[config.mk]
export PLATFORM = sky130hd
export DESIGN_NAME = bcd_serial_adder
export DESIGN_NICKNAME = d
export VERILOG_FILES = /design/src/rtl/bcd_pkg.sv /design/src/rtl/bcd_digit_add.sv /design/src/rtl/bcd_serial_adder.sv
export SDC_FILE = /design/constraint.sdc
export NUM_CORES = 1
export LEC_CHECK = 0
export CAP_MARGIN = 0
export CORE_UTILIZATION = 55
export CTS_CLUSTER_SIZE = 40
export DETAILED_ROUTE_END_ITERATION = 8
export PLACE_DENSITY_LB_ADDON = 0.25
export SKIP_LAST_GASP = 1
export SYNTH_ARGS = -nofsm -noshare
export SYNTH_HDL_FRONTEND = slang
export SYNTH_SLANG_ARGS = --single-unit
[constraint.sdc]
create_clock -name clk -period 6.5 [get_ports clk]
set_input_delay 1.3 -clock clk [delete_from_list [all_inputs] [get_ports clk]]
set_output_delay 1.3 -clock clk [all_outputs]
set_load 0.01 [all_outputs]
[src/rtl/bcd_pkg.sv]
// Shared constants, state type and digit-validity helper for the serial BCD adder.
package bcd_pkg;

    localparam int BCD_DIGIT_W = 4;
    localparam logic [BCD_DIGIT_W-1:0] BCD_MAX  = 4'd9;
    localparam logic [BCD_DIGIT_W-1:0] BCD_CORR = 4'd6;

    typedef enum logic [0:0] {
        IDLE = 1'b0,
        RUN  = 1'b1
    } state_t;

    function automatic logic is_bcd_digit(input logic [BCD_DIGIT_W-1:0] d);
        return (d <= BCD_MAX);
    endfunction

endpackage

[src/rtl/bcd_digit_add.sv]
// Single-digit BCD add with decimal correction: sums above nine get +6 and a carry.
module bcd_digit_add
    import bcd_pkg::*;
(
    input  logic [BCD_DIGIT_W-1:0] x,
    input  logic [BCD_DIGIT_W-1:0] y,
    input  logic                   cin,
    output logic [BCD_DIGIT_W-1:0] digit,
    output logic                   cout
);

    logic [BCD_DIGIT_W:0] raw;
    logic [BCD_DIGIT_W:0] corr;

    assign raw   = {1'b0, x} + {1'b0, y} + {{BCD_DIGIT_W{1'b0}}, cin};
    assign corr  = raw + {1'b0, BCD_CORR};
    assign cout  = (raw > {1'b0, BCD_MAX});
    assign digit = cout ? corr[BCD_DIGIT_W-1:0] : raw[BCD_DIGIT_W-1:0];

endmodule

[src/rtl/bcd_serial_adder.sv]
// Multi-digit BCD adder: one digit per clock, LSD first, with a start/busy/done handshake.
module bcd_serial_adder
    import bcd_pkg::*;
#(
    parameter int DIGITS = 4
) (
    input  logic                        clk,
    input  logic                        rst_n,
    input  logic                        start,
    input  logic [BCD_DIGIT_W*DIGITS-1:0] a,
    input  logic [BCD_DIGIT_W*DIGITS-1:0] b,
    output logic                        busy,
    output logic                        done,
    output logic [BCD_DIGIT_W*DIGITS-1:0] sum,
    output logic                        cout,
    output logic                        err
);

    localparam int W     = BCD_DIGIT_W * DIGITS;
    localparam int IW    = (DIGITS > 1) ? $clog2(DIGITS) : 1;
    localparam int SLOTS = 1 << IW;
    localparam logic [IW-1:0] LAST_IDX = IW'(DIGITS - 1);

    state_t          state_q, state_d;
    logic [IW-1:0]   idx_q, idx_d;
    logic            carry_q, carry_d;
    logic [W-1:0]    a_q, a_d, b_q, b_d, sum_q, sum_d;
    logic            cout_q, cout_d, err_q, err_d, done_q, done_d;

    logic [BCD_DIGIT_W-1:0] a_slot [SLOTS];
    logic [BCD_DIGIT_W-1:0] b_slot [SLOTS];
    logic [2*DIGITS-1:0]    bad_digit;
    logic [BCD_DIGIT_W-1:0] dig_sum;
    logic                   dig_carry;

    // Pad the digit mux to a power of two so any idx value selects a defined slot.
    genvar gi;
    generate
        for (gi = 0; gi < SLOTS; gi++) begin : g_slot
            if (gi < DIGITS) begin : g_real
                assign a_slot[gi] = a_q[gi*BCD_DIGIT_W +: BCD_DIGIT_W];
                assign b_slot[gi] = b_q[gi*BCD_DIGIT_W +: BCD_DIGIT_W];
                assign bad_digit[2*gi]   = !is_bcd_digit(a[gi*BCD_DIGIT_W +: BCD_DIGIT_W]);
                assign bad_digit[2*gi+1] = !is_bcd_digit(b[gi*BCD_DIGIT_W +: BCD_DIGIT_W]);
            end else begin : g_pad
                assign a_slot[gi] = '0;
                assign b_slot[gi] = '0;
            end
        end
    endgenerate

    bcd_digit_add u_digit (
        .x     (a_slot[idx_q]),
        .y     (b_slot[idx_q]),
        .cin   (carry_q),
        .digit (dig_sum),
        .cout  (dig_carry)
    );

    always_comb begin
        state_d = state_q;
        idx_d   = idx_q;
        carry_d = carry_q;
        a_d     = a_q;
        b_d     = b_q;
        sum_d   = sum_q;
        cout_d  = cout_q;
        err_d   = err_q;
        done_d  = 1'b0;
        case (state_q)
            IDLE: begin
                if (start) begin
                    a_d     = a;
                    b_d     = b;
                    sum_d   = '0;
                    carry_d = 1'b0;
                    cout_d  = 1'b0;
                    idx_d   = '0;
                    err_d   = |bad_digit;
                    state_d = RUN;
                end
            end
            RUN: begin
                for (int i = 0; i < DIGITS; i++) begin
                    if (idx_q == IW'(i)) begin
                        sum_d[i*BCD_DIGIT_W +: BCD_DIGIT_W] = dig_sum;
                    end
                end
                carry_d = dig_carry;
                if (idx_q == LAST_IDX) begin
                    cout_d  = dig_carry;
                    done_d  = 1'b1;
                    state_d = IDLE;
                end else begin
                    idx_d = idx_q + 1'b1;
                end
            end
            default: state_d = IDLE;
        endcase
    end

    always_ff @(posedge clk or negedge rst_n) begin
        if (!rst_n) begin
            state_q <= IDLE;
            idx_q   <= '0;
            carry_q <= 1'b0;
            a_q     <= '0;
            b_q     <= '0;
            sum_q   <= '0;
            cout_q  <= 1'b0;
            err_q   <= 1'b0;
            done_q  <= 1'b0;
        end else begin
            state_q <= state_d;
            idx_q   <= idx_d;
            carry_q <= carry_d;
            a_q     <= a_d;
            b_q     <= b_d;
            sum_q   <= sum_d;
            cout_q  <= cout_d;
            err_q   <= err_d;
            done_q  <= done_d;
        end
    end

    assign busy = (state_q == RUN);
    assign done = done_q;
    assign sum  = sum_q;
    assign cout = cout_q;
    assign err  = err_q;

endmodule

==> results of run 1 <==
## worst register-to-register path, delay by kind of cell (launching register included)
kind | cells | cell delay, ns
xor+xnor | 1 | 0.19
mux | 2 | 1.02
compound gates | 2 | 0.57
fa+ha+maj | 3 | 1.11
flops | 1 | 0.71
simple gates | 1 | 0.16
## cell families (layout without fill, tap and decap cells)
group                      after synthesis  count (layout)  share of synthesized area
buffers and inverters                   18              71                     0.0259
adders and majority gates               10              10                     0.0537
muxes                                   12              12                     0.0863
AOI/OAI and AO/OA                       42              42                      0.109
xor gates and xnor gates                 2               2                    0.00671
and+or+nand+nor                        124             124                      0.191
DFF                                     55              55                      0.527
## sequential cells by signal, indices dropped and copies added, names as in the netlist
signal	count
sum	16
err	1
cout	1
b_q	16
idx_q	2
busy	1
done	1
a_q	16
carry_q	1
## power by group
part | switching, W | total [W] | internal, W | leakage, nW
Sequential | 0.000125 | 0.000631 | 0.000506 | 0.689
Combinational | 0.000655 | 0.00126 | 0.000607 | 0.824
Clock | 0.000106 | 0.000203 | 0.0000974 | 0.0515
## per-layer routing
metal	share of wire	routed length (µm)	track usage
met3	0.047	267	0.0484
met1	0.42	2370	0.329
met4	0.015	82	0.0867
met5	0	0	0
met2	0.52	2930	0.444
## cells in the mapped netlist
| cell | count | area (µm²) |
|---|---|---|
| clkbuf_1 | 11 | 41.3 |
| nor2_1 | 3 | 11.3 |
| o22ai_1 | 1 | 6.26 |
| mux4_2 | 8 | 180 |
| and3_1 | 1 | 6.26 |
| nand4_1 | 2 | 12.5 |
| nand2b_1 | 2 | 12.5 |
| a21o_2 | 1 | 8.76 |
| o41ai_4 | 1 | 27.5 |
| a21oi_1 | 6 | 30.0 |
| fa_1 | 2 | 40.0 |
| nor2b_1 | 5 | 31.3 |
| buf_1 | 1 | 3.75 |
| nand3_1 | 3 | 15.0 |
| a2111oi_0 | 1 | 8.76 |
| ha_1 | 8 | 100 |
| o21ai_0 | 22 | 110 |
| a22o_2 | 2 | 20.0 |
| dfrtp_1 | 55 | 1380 |
| a32o_1 | 3 | 30.0 |
| and3_2 | 1 | 7.51 |
| a22o_1 | 5 | 43.8 |
| mux2_2 | 4 | 45.0 |
| inv_1 | 6 | 22.5 |
| xnor2_1 | 2 | 17.5 |
| nand2_1 | 107 | 402 |
## final timing paths
kind	slack, ns	endpoint	start
max	2.67	sum[2]	idx_q[0]
min	0.48	b_q[15]	b_q[15]
max reg2reg	2.67	sum[2]	idx_q[0]
min reg2reg	0.48	b_q[15]	b_q[15]
max in group asynchronous	4.94	a_q[4]	rst_n
min in group asynchronous	1.10	b_q[1]	rst_n
## cells in the final DEF, fill, tap and decap left out
cell             synthesis  routed
ha_1                     8       8
nand2_1                107     107
and3_1                   1       1
buf_2                    0       1
a21o_2                   1       1
nor2_1                   3       3
nor2b_1                  5       4
o22ai_1                  1       1
nor2b_2                  0       1
mux2_2                   4       4
nand3_1                  3       3
a22o_1                   5       5
o21ai_0                 22      22
and3_2                   1       1
nand2b_1                 2       2
clkdlybuf4s50_1          0      53
clkbuf_8                 0       7
buf_4                    0       3
a21oi_1                  6       6
a2111oi_0                1       1
a32o_1                   3       3
a22o_2                   2       2
fa_1                     2       2
mux4_2                   8       8
clkbuf_1                11       1
xnor2_1                  2       2
dfrtp_1                 55      55
inv_1                    6       6
o41ai_4                  1       1
nand4_1                  2       2
## stage by stage
step,setup WS [ns],instance area (µm²),util,hold WS (ns)
floorplan,2.80,2610,-,0.440
global placement,2.83,3190,0.718,0.455
detailed placement,2.69,3190,0.718,0.459
CTS,2.64,3290,0.740,0.480
global route,2.51,3290,0.740,0.495
finish,2.67,3290,0.740,0.477
## layout make-up
class / count / area [µm²]
Tap cell: 52 / 65.1
Inverter: 6 / 22.5
Multi-Input combinational cell: 190 / 1170
Sequential cell: 55 / 1380
Timing Repair Buffer: 57 / 558
Fill cell: 334 / 1150
Clock buffer: 8 / 100
==> impl_metrics.toml, run 1 <==
[grt]
grt_max_degree = 56
grt_pass1_vias = 2102
grt_usage = 0.257
antenna_found_initial = 0
grt_pass1_wl_um = 9870
overflow = 0

[timing]
fin_crit_sh = 0.589
worst_pin_slew_ns = 0.723
setup_viol = 0
drv_slew = 0
period_minus_slack_ns = 3.83
fmax_mhz = 261
finalHoldViolCount = 0
rsz0062_at_grt = "false"
relSlewSlack = 0.516
fin_skew_ns = 0.00827
tns_ns = 0

[logic_synthesis]
syn_area_per_cell_um2 = 9.92
synth_area_um2 = 2610
ys_ff_latch = 55
yosysSeqAreaShare = 0.527
synth_nets = 308
ys_types = 26
syn_inst = 263
yosysWarnings = 0

[critical_path]
crit_cells = 9
r2r_cells = 9
critical_path_class = "register to register"
cp_top_family = "adder cells"
crit_chain = "mux4_2 -> fa_1 -> fa_1 -> xnor2_1 -> ha_1 -> nor2b_1 -> o41ai_4 -> mux2_2 -> o21ai_0"
crit_fanout = 11
cpPeakStageDelay_ns = 0.71
cpMostUsedCell = "fa_1"
crit_buf_inv = 0
cp.required_ns = 6.73
startpoint_type = "register"
crit_slowest_cell = "dfrtp_1"
crit_path_end_kind = "register"
worstPathArrival_ns = 4.07

[clock_network]
cts.repair.resized = 0
cts_root_buf = "clkbuf_8"
clk_pin_slew_ns = 0.10
clkLatencyLatePin_ns = 0.31
clk_path_buf_depth = 2
cts_sinks = 55
htreeDepth = 2
cts_hold_buf = 0
tritoncts = "done"
postCtsSetupBuffers = 0
cts_made_buffers = 5

[outcome]
violations = "DRC"
status = "finished, violations left"

[floorplanning]
initial_core_util = 0.587
core_area_um2 = 4440
rows = 24
die_height_um = 70.9
die-area_um2 = 5020
ios = 55
die-width_um = 70.9

[final_layout]
antennaDiodeCount = 0
drive_above_1_share = 0.0918
finish.net_count = 360
area_growth_pct = 26.1
stdcell_count = 368

[hold_path]
hold_depth = 2
hold_class = "register to register"

[routing]
viasPerCell = 5.58
wirelength_um = 5650
avgRoutedWirePerCell_um = 15.3
drt_iter0_markers = 153
first_pass_iters = 8
num_vias = 2052
ant_nets = 0
drc = 8

[power]
ir_drop_mv = 0.308
power.density_nw_per_um2 = 637
power_w = 0.00210
power.leakage_nw = 1.56

[placement]
dp_cells = 360
gp_congestion = 0.826
numPortBuffers = 54
post-dp-hpwl_um = 4070

[job]
max_cap_violations = 0
No activity file was read; power rests on OpenSTA's default activity.
==> run 2: changes to the inputs <==
--- a/config.mk
+++ b/config.mk
@@ -6,7 +6,7 @@
 export NUM_CORES = 1
 export LEC_CHECK = 0
 export CAP_MARGIN = 0
-export CORE_UTILIZATION = 55
+export CORE_UTILIZATION = 46
 export CTS_CLUSTER_SIZE = 40
 export DETAILED_ROUTE_END_ITERATION = 8
 export PLACE_DENSITY_LB_ADDON = 0.25
==> constraint.sdc (replaced) <==
create_clock -name clk -period 3.3 [get_ports clk]
set_input_delay 0.66 -clock clk [delete_from_list [all_inputs] [get_ports clk]]
set_output_delay 0.66 -clock clk [all_outputs]
set_load 0.01 [all_outputs]
==> run 2 against run 1 <==
  * Highest routed layer unchanged
  * Largest power group unchanged
  * Power up 120%
  * Design area up 2.8%
  * Maximum frequency up 20%
  * Clock power up 100%
  * Global-route usage down 4.8 points
  * Die area up 19%
  * The run now ends clean
==> impl_metrics.toml, run 2 (synthesized netlist as in run 1, its figures left out) <==
[power]
power.leakage_nw = 1.59
internal_power_w = 0.00267
clockPowerShare = 0.091
pwr-share-comb = 0.645
power.density_nw_per_um2 = 1350
power_frac_seq = 0.264
switching_share = 0.414
power_switching_w = 0.00189
ir_drop_mv = 0.773

[routing]
num_vias = 2080
drc = 0
avgRoutedWirePerCell_um = 14.4
drt_iter0_markers = 169
ant_nets = 0
wirelength_um = 5670
first_pass_iters = 4
viasPerCell = 5.29

[final_layout]
final_core_util = 0.618
area_growth_pct = 29.6
layout_common_cells = "nand2_1 (107), dfrtp_1 (54), clkdlybuf4s50_1 (53)"
antennaDiodeCount = 0
finish.net_count = 365
stdcell_count = 393
drive_above_1_share = 0.134
final_common_cell = "nand2_1"

[timing]
tns_ns = 0
finalHoldViolCount = 0
worst_pin_slew_ns = 0.683
fin_crit_sh = 0.968
drv_slew = 0
rsz0062_at_grt = "false"
relSlewSlack = 0.544
setup_viol = 0
fmax_mhz = 313
period_minus_slack_ns = 3.20
setup_ws_ns = 0.104
hold_ws_ns = 0.337
fin_skew_ns = 0.0139

[floorplanning]
die-width_um = 77.3
initial_core_util = 0.477
ios = 55
core_area_um2 = 5470
die_height_um = 77.3
rows = 27
die-area_um2 = 5980

[critical_path]
worstPathArrival_ns = 3.43
crit_slowest_cell = "mux4_2"
crit_fanout = 4
cp_top_family = "adder cells"
worstSetupStartpoint = "idx_q[0]"
startpoint_type = "register"
crit_path_end_kind = "register"
cp.required_ns = 3.53
cpPeakStageDelay_ns = 0.54
cpMostUsedCell = "fa_2"
crit_chain = "mux4_2 -> fa_2 -> fa_2 -> inv_2 -> ha_2 -> nor2b_2 -> o41ai_4 -> mux2_4 -> o21ai_1"
regToRegStartpoint = "idx_q[0]"
critical_path_class = "register to register"
crit_buf_inv = 1

[job]
max_cap_violations = 0

[clock_network]
clk_path_buf_depth = 2
clk_pin_slew_ns = 0.10
cts_sinks = 55
tritoncts = "done"
cts_hold_buf = 0
htreeDepth = 2
cts_made_buffers = 5
cts_root_buf = "clkbuf_8"
clkLatencyLatePin_ns = 0.31

[grt]
grt_usage = 0.209
grt_pass1_wl_um = 9680
overflow = 0
globalRouteMet3Util = 0.0405
use_met1 = 0.271
grt_pass1_vias = 1991
top_usage_layer = "met2"
use_met2 = 0.358
grt_max_degree = 34
antenna_found_initial = 0

[placement]
dp_slack_ns = -0.121
dp_cells = 384
numPortBuffers = 54
post-dp-hpwl_um = 4230
gp_congestion = 0.778

[outcome]
status = "completed"

[hold_path]
hold_class = "input port to asynchronous set/reset pin"
run 2: area by class of cell:
cell class	count	area [µm²]
clock inverters	1	7.51
well taps	72	90.1
fillers	521	2090
inverters	6	22.5
repair buffers	62	596
flip-flops and latches	55	1380
clock buffers	7	96.3
multi-input cells	190	1190
run 2: path summary, 6_finish.rpt:
path | endpoint | slack, ns | cells past startpoint
setup / recovery | sum[14] | 0.10 | 9
hold / removal | sum[9] | 0.34 | 1
setup reg to reg | sum[14] | 0.10 | 9
hold reg to reg | b_q[4] | 0.48 | 2
max in group asynchronous | idx_q[0] | 2.15 | 2
min in group clk | b_q[4] | 0.48 | 2
run 2: timing repair:
action	4_1_cts	5_1_grt
endpoints found under the setup margin	8	9
pin swaps	2	1
buffers inserted	1	0
gates resized for setup	12	1
run 2: per-stage QoR:
step	total power (W)	instance area, µm²
after CTS	0.00453	3380
after floorplan	0.00299	2620
after global placement	0.00373	3250
after global routing	0.00488	3380
final	0.00456	3380
after detailed placement	0.00384	3250
run 2: power groups by stage:
stage | clock network (W) | logic [W] | registers, W
5_1_grt | 0.000450 | 0.00318 | 0.00125
3_3_place_gp | 0 | 0.00252 | 0.00121
2_1_floorplan | 0 | 0.00181 | 0.00118
4_1_cts | 0.000418 | 0.00291 | 0.00121
3_5_place_dp | 0 | 0.00262 | 0.00122
6_report | 0.000415 | 0.00294 | 0.00120
run 2: layer usage:
metal | wire length, µm | vias to the layer above
li1 | - | 999
met1 | 2610 | 1021
met2 | 2820 | 53
met3 | 186 | 7
met4 | 51 | 0
met5 | 0 | -
